==> config.mk <==
export PLATFORM = sky130hd
export DESIGN_NAME = mem_access_unit
export DESIGN_NICKNAME = d
export VERILOG_FILES = /design/src/rtl/mem_pkg.sv /design/src/rtl/mem_lane_align.sv /design/src/rtl/mem_access_unit.sv
export SDC_FILE = /design/constraint.sdc
export NUM_CORES = 1
export LEC_CHECK = 0
export BUFFER_PORTS_ARGS = -buffer_cell sky130_fd_sc_hd__buf_2
export CAP_MARGIN = 40
export CELL_PAD_IN_SITES_DETAIL_PLACEMENT = 1
export CELL_PAD_IN_SITES_GLOBAL_PLACEMENT = 1
export CORE_MARGIN = 2
export CORE_UTILIZATION = 38
export DETAILED_ROUTE_END_ITERATION = 6
export GPL_ROUTABILITY_DRIVEN = 0
export PLACE_DENSITY_LB_ADDON = 0.1
export RECOVER_POWER = 50
export SLEW_MARGIN = 20
export SYNTH_ARGS = -nofsm -noshare
export SYNTH_HDL_FRONTEND = slang
export SYNTH_SLANG_ARGS = --single-unit
==> constraint.sdc <==
create_clock -name clk -period 5.2 [get_ports clk]
set_input_delay 1.56 -clock clk [delete_from_list [all_inputs] [get_ports clk]]
set_output_delay 1.56 -clock clk [all_outputs]
set_load 0.005 [all_outputs]
==> src/rtl/mem_pkg.sv <==
// mem_pkg: shared types and constants for the RV32 memory-access stage.
//   mem_op_t     - memory op code carried from EX/MEM
//   mem_state_t  - access FSM states
//   NOP_REG_ADDR - destination register used when nothing is written back
//   MASK_*       - byte-strobe masks for byte/halfword/word accesses
package mem_pkg;

  typedef enum logic [3:0] {
    MOP_NONE = 4'd0,
    MOP_LB   = 4'd1,
    MOP_LH   = 4'd2,
    MOP_LW   = 4'd3,
    MOP_LBU  = 4'd4,
    MOP_LHU  = 4'd5,
    MOP_SB   = 4'd6,
    MOP_SH   = 4'd7,
    MOP_SW   = 4'd8
  } mem_op_t;

  typedef enum logic [2:0] {
    ST_IDLE,
    ST_WAIT1,
    ST_REQ2,
    ST_WAIT2,
    ST_DONE
  } mem_state_t;

  localparam logic [4:0] NOP_REG_ADDR = 5'd0;

  localparam logic [3:0] MASK_B = 4'b0001;
  localparam logic [3:0] MASK_H = 4'b0011;
  localparam logic [3:0] MASK_W = 4'b1111;

endpackage

==> src/rtl/mem_lane_align.sv <==
// mem_lane_align: combinational byte-lane steering for one load/store.
//   op, off          - op code and byte offset within the word
//   st_data          - store data (unshifted)
//   beat1, beat2     - raw read words of the first / second beat
//   is_load/is_store - op classification
//   split            - access crosses a word boundary (two beats)
//   misaligned       - access is not naturally aligned
//   wdata1/2, be1/2  - shifted store data and strobes for each beat
//   ld_data          - extracted and extended load result
module mem_lane_align
  import mem_pkg::*;
(
  input  mem_op_t     op,
  input  logic [1:0]  off,
  input  logic [31:0] st_data,
  input  logic [31:0] beat1,
  input  logic [31:0] beat2,
  output logic        is_load,
  output logic        is_store,
  output logic        split,
  output logic        misaligned,
  output logic [31:0] wdata1,
  output logic [31:0] wdata2,
  output logic [3:0]  be1,
  output logic [3:0]  be2,
  output logic [31:0] ld_data
);

  logic        is_half, is_word;
  logic [3:0]  mask;
  logic [4:0]  sh;
  logic [63:0] wfull;
  logic [7:0]  be_full;
  logic [31:0] ld_word;

  always_comb begin
    is_load  = 1'b0;
    is_store = 1'b0;
    is_half  = 1'b0;
    is_word  = 1'b0;
    case (op)
      MOP_LB, MOP_LBU: is_load = 1'b1;
      MOP_LH, MOP_LHU: begin is_load = 1'b1; is_half = 1'b1; end
      MOP_LW:          begin is_load = 1'b1; is_word = 1'b1; end
      MOP_SB:          is_store = 1'b1;
      MOP_SH:          begin is_store = 1'b1; is_half = 1'b1; end
      MOP_SW:          begin is_store = 1'b1; is_word = 1'b1; end
      default: ;
    endcase
  end

  assign mask       = is_word ? MASK_W : (is_half ? MASK_H : MASK_B);
  assign split      = (is_half && off == 2'd3) || (is_word && off != 2'd0);
  assign misaligned = (is_half && off[0]) || (is_word && off != 2'd0);
  assign sh         = {off, 3'b000};

  // Shift into a double-word window: the low half is beat 1, whatever
  // spills past bit 31 (or strobe bit 3) belongs to beat 2.
  assign wfull   = {32'd0, st_data} << sh;
  assign be_full = {4'd0, mask} << off;
  assign wdata1  = wfull[31:0];
  assign wdata2  = wfull[63:32];
  assign be1     = be_full[3:0];
  assign be2     = be_full[7:4];

  assign ld_word = 32'({beat2, beat1} >> sh);

  always_comb begin
    case (op)
      MOP_LB:  ld_data = {{24{ld_word[7]}}, ld_word[7:0]};
      MOP_LBU: ld_data = {24'd0, ld_word[7:0]};
      MOP_LH:  ld_data = {{16{ld_word[15]}}, ld_word[15:0]};
      MOP_LHU: ld_data = {16'd0, ld_word[15:0]};
      default: ld_data = ld_word;
    endcase
  end

endmodule

==> src/rtl/mem_access_unit.sv <==
// mem_access_unit: RV32 MEM stage. Turns one load/store into one or two
// aligned RAM beats, stalls the pipeline until the result is ready and
// passes non-memory instructions straight through.
//   clk, rst                  - clock, async active-low reset
//   wd_i/wreg_i/wdata_i       - write-back info / ALU result / store data
//   op_i, addr_i              - memory op and effective byte address
//   ram_rdata_i/done_i/busy_i - RAM response side
//   wd_o/wreg_o/wdata_o       - write-back to MEM/WB
//   stall_req_o               - freeze the pipeline
//   ram_re_o/we_o/addr_o/wdata_o/be_o - RAM request side (one-cycle strobes)
//   misalign_o                - rejected misaligned access (ALLOW_MISALIGN=0)
module mem_access_unit
  import mem_pkg::*;
#(
  parameter int ADDR_W         = 32,
  parameter int ALLOW_MISALIGN = 1
) (
  input  logic              clk,
  input  logic              rst,
  input  logic [4:0]        wd_i,
  input  logic              wreg_i,
  input  logic [31:0]       wdata_i,
  input  logic [3:0]        op_i,
  input  logic [ADDR_W-1:0] addr_i,
  input  logic [31:0]       ram_rdata_i,
  input  logic              ram_done_i,
  input  logic              ram_busy_i,
  output logic [4:0]        wd_o,
  output logic              wreg_o,
  output logic [31:0]       wdata_o,
  output logic              stall_req_o,
  output logic              ram_re_o,
  output logic              ram_we_o,
  output logic [ADDR_W-1:0] ram_addr_o,
  output logic [31:0]       ram_wdata_o,
  output logic [3:0]        ram_be_o,
  output logic              misalign_o
);

  mem_state_t        state;
  logic [31:0]       beat1_q;
  logic [31:0]       res_wdata;
  logic [4:0]        res_wd;
  logic              res_wreg;

  logic              is_load, is_store, is_mem, split, misaligned, reject;
  logic [31:0]       wdata1, wdata2, ld_data, lane_b1, lane_b2;
  logic [3:0]        be1, be2;
  logic [ADDR_W-3:0] widx, widx_nxt;

  // Beat 1 comes straight off the bus unless we are completing a split
  // access, in which case it was latched and beat 2 is on the bus.
  assign lane_b1 = (state == ST_WAIT2) ? beat1_q     : ram_rdata_i;
  assign lane_b2 = (state == ST_WAIT2) ? ram_rdata_i : 32'd0;

  mem_lane_align u_align (
    .op         (mem_op_t'(op_i)),
    .off        (addr_i[1:0]),
    .st_data    (wdata_i),
    .beat1      (lane_b1),
    .beat2      (lane_b2),
    .is_load    (is_load),
    .is_store   (is_store),
    .split      (split),
    .misaligned (misaligned),
    .wdata1     (wdata1),
    .wdata2     (wdata2),
    .be1        (be1),
    .be2        (be2),
    .ld_data    (ld_data)
  );

  assign is_mem   = is_load | is_store;
  assign reject   = (ALLOW_MISALIGN == 0) && misaligned;
  assign widx     = addr_i[ADDR_W-1:2];
  assign widx_nxt = widx + {{(ADDR_W-3){1'b0}}, 1'b1};

  always_ff @(posedge clk or negedge rst) begin
    if (!rst) begin
      state     <= ST_IDLE;
      beat1_q   <= '0;
      res_wdata <= '0;
      res_wd    <= NOP_REG_ADDR;
      res_wreg  <= 1'b0;
    end else begin
      case (state)
        ST_IDLE:
          if (is_mem && !reject && !ram_busy_i) state <= ST_WAIT1;
        ST_WAIT1:
          if (ram_done_i) begin
            beat1_q <= ram_rdata_i;
            if (split) state <= ST_REQ2;
            else begin
              res_wdata <= is_load ? ld_data : 32'd0;
              res_wd    <= is_load ? wd_i : NOP_REG_ADDR;
              res_wreg  <= is_load & wreg_i;
              state     <= ST_DONE;
            end
          end
        ST_REQ2:
          if (!ram_busy_i) state <= ST_WAIT2;
        ST_WAIT2:
          if (ram_done_i) begin
            res_wdata <= is_load ? ld_data : 32'd0;
            res_wd    <= is_load ? wd_i : NOP_REG_ADDR;
            res_wreg  <= is_load & wreg_i;
            state     <= ST_DONE;
          end
        default: state <= ST_IDLE;
      endcase
    end
  end

  // Request strobes are combinational off the state so beat 1 issues in the
  // same cycle the op arrives; gating with ram_busy_i keeps them off a busy bus.
  always_comb begin
    wd_o        = NOP_REG_ADDR;
    wreg_o      = 1'b0;
    wdata_o     = 32'd0;
    stall_req_o = 1'b0;
    ram_re_o    = 1'b0;
    ram_we_o    = 1'b0;
    ram_addr_o  = '0;
    ram_wdata_o = 32'd0;
    ram_be_o    = 4'd0;
    misalign_o  = 1'b0;
    if (rst) begin
      if (state == ST_DONE) begin
        wd_o    = res_wd;
        wreg_o  = res_wreg;
        wdata_o = res_wdata;
      end else if (!is_mem) begin
        wd_o    = wd_i;
        wreg_o  = wreg_i;
        wdata_o = wdata_i;
      end else begin
        stall_req_o = 1'b1;
        case (state)
          ST_IDLE:
            if (reject) begin
              stall_req_o = 1'b0;
              misalign_o  = 1'b1;
            end else if (!ram_busy_i) begin
              ram_re_o    = is_load;
              ram_we_o    = is_store;
              ram_addr_o  = {widx, 2'b00};
              ram_wdata_o = is_store ? wdata1 : 32'd0;
              ram_be_o    = be1;
            end
          ST_REQ2:
            if (!ram_busy_i) begin
              ram_re_o    = is_load;
              ram_we_o    = is_store;
              ram_addr_o  = {widx_nxt, 2'b00};
              ram_wdata_o = is_store ? wdata2 : 32'd0;
              ram_be_o    = be2;
            end
          default: ;
        endcase
      end
    end
  end

endmodule

==> out/results.ini <==
[placed_design]
hpwl_um = 20600
port_buffers = 216
dp_cells = 1274

[timing]
tightest_slew_ps = 2250
fin_skew_ps = 11.6
fin_crit_ps = 5110
fin_crit_sh_pct = 98.2
finalSetupTns_ps = 0
hold_violations = 0
grt_setup_unrepaired = no
setup_viol = 0
max_freq_mhz = 196
holdWs_ps = 481
slew-limit-headroom_pct = -49.9
finalMaxSlewViolations = 89

[grt]
first_global_vias = 7222
grt_pass1_wl_um = 41200
grt.total_usage_pct = 26.2
antenna_found_initial = 0
grt_max_degree = 85
grt_overflow = 0

[setup_path]
r2r_start = state[2]$_DFFE_PN0P_
endpoint_kind = output pin
reg2reg_slack_ps = 1700
r2r_end = res_wdata[14]$_DFFE_PN0P_
crit_type = primary input to output pin
cp.arrival_ps = 3550
cp.required_ps = 3640
critical_path_peak_fanout = 8
startpoint_type = primary input
reg2reg_depth = 6

[die]
coreArea_mm2 = 0.0180
io_pins = 220
start_util_pct = 38.8
die_x_um = 139
rows = 49
die_y_um = 139
die_area_mm2 = 0.0194

[clocking]
clockBufferDepth = 2
hold_buffers = 0
clkTransAtPathRegs_ps = 70
clk_latency_ps = 330
cts_tree = done
post_cts_buffers = 0
cts_buffers = 9
cts.sinks = 73
cts-resized-gates = 0
root_buffer = clkbuf_16
htreeDepth = 3

[layout]
fin_nets = 1167
final_cell_mix = 213 x buf_2, 111 x nand2_1, 86 x nor2_1
instances_no_fill = 1290
area_growth_pct = 22.7
drive_gt1_share_pct = 32.4
final_common_cell = buf_2
finish.utilization_pct = 47.6
antenna_cells = 0
fill_cells = 2313

[yosys]
synth_compound_area_share_pct = 20.9
ys_ff_latch = 73
ys_seq_area_share_pct = 26.2
ys.flop_type = dfrtp_1
synthSimpleGateAreaFrac_pct = 23.7
yosysWarnings = 0
yosys.area_share.adder_pct = 0.180
synth_top_area_cell = dfrtp_1
ys_types = 63
synth-edff-count = 0
syn-cell-area_mm2 = 0.00696
ys_top_cells_by_area = dfrtp_1 26%, mux2_2 10%, mux2i_1 8.2%
async_flop_share_pct = 100
synth_xor_xnor_area_share_pct = 3.65
synth.area.mux_share_pct = 19.1
synth_top_family_by_area = simple AND/OR/NAND/NOR gates
synth_cells = 873
synth.avg_cell_area_um2 = 7.98
synth_top_cell_area_share_pct = 26.2

[status]
violations = capacitance limit, slew limit
status = complete, but fails checks

[drt]
postRouteAntennaNets = 0
via_per_inst = 5.72
wire_per_inst_um = 20.5
drtIter0Drc = 462
wl_um = 26400
num_vias = 7373
drc_errors = 0
first_pass_iters = 4

[power_and_ir_drop]
power.density_mw_per_mm2 = 294
ir_worst_vdd_uv = 203
power_mw = 2.51
leakagePower_nw = 3.73

[min_path]
min_path_cells = 2
hold_start = res_wdata[18]$_DFFE_PN0P_
hold_class = flop to flop
min_delay_worst_endpoint = res_wdata[18]$_DFFE_PN0P_

[flow_run]
maxCapViolCount = 2

-- per-stage QoR --
| step | area (um^2) | worst slack, ps |
|---|---|---|
| global placement | 8260 | 153 |
| global route | 8540 | 2.42 |
| CTS | 8560 | 95.7 |
| floorplan | 6970 | 356 |
| finish | 8540 | 91.7 |
| detailed placement | 8270 | 93.3 |
-- synth_stat cells, types with 20 or more instances --
master / count
nand2_1: 111
nor2_1: 86
dfrtp_1: 73
mux2_2: 62
mux2i_1: 57
nand3_1: 54
clkbuf_1: 48
o21ai_0: 42
a21boi_0: 38
a22oi_1: 25
nor3_1: 20
-- sequential cells by signal, summed over array words and instances, names as in the netlist --
register,flops
state,3
res_wdata,32
beat1_q,32
res_wreg,1
res_wd,5
-- metal layers --
metal | track usage, % | up-vias | wire, um
met2 | 42.9 | 227 | 12200
li1 | - | 3529 | -
met3 | 3.79 | 26 | 1430
met5 | 0 | - | 0
met4 | 5.58 | 0 | 486
met1 | 37.1 | 3591 | 12300
-- logic make-up after synthesis --
kind of cell | Yosys count
buf+inv | 92
xor+xnor | 29
fa+ha+maj | 1
other cells | 1
mux | 122
flops | 73
simple gates | 348
compound gates | 207
-- critical path, cell delays in order --
cell,delay (ps)
buf_2,100
or4b_1,650
buf_4,220
a211oi_4,250
and2_1,360
a22oi_1,170
nor2_1,110
buf_2,120
-- layout make-up --
class                   count  area [um^2]  share of cell area, %
well taps                 229          287                   3.35
inverters                  10         37.5                  0.439
clock inverters             4         33.8                  0.395
clock buffers              12          256                   3.00
repair buffers            252         1380                   16.2
multi-input cells         710         4720                   55.3
flip-flops and latches     73         1830                   21.4
-- how the worst max path moves through the flow --
stage                        from              end  cells past startpoint
after floorplan           op_i[0]   ram_wdata_o[0]                      6
after global placement    op_i[0]  ram_wdata_o[22]                      8
after detailed placement  op_i[0]  ram_wdata_o[19]                      8
after CTS                 op_i[0]  ram_wdata_o[19]                      8
after global routing      op_i[0]  ram_wdata_o[19]                      8
final                     op_i[0]  ram_wdata_o[19]                      8
-- power by group --
part / internal (mW) / switching [mW] / leakage [nW]
registers: 0.821 / 0.156 / 0.928
clock network: 0.354 / 0.254 / 0.140
logic: 0.408 / 0.515 / 2.67
total: 1.58 / 0.925 / 3.73
Power figures use the tool's default switching activity.
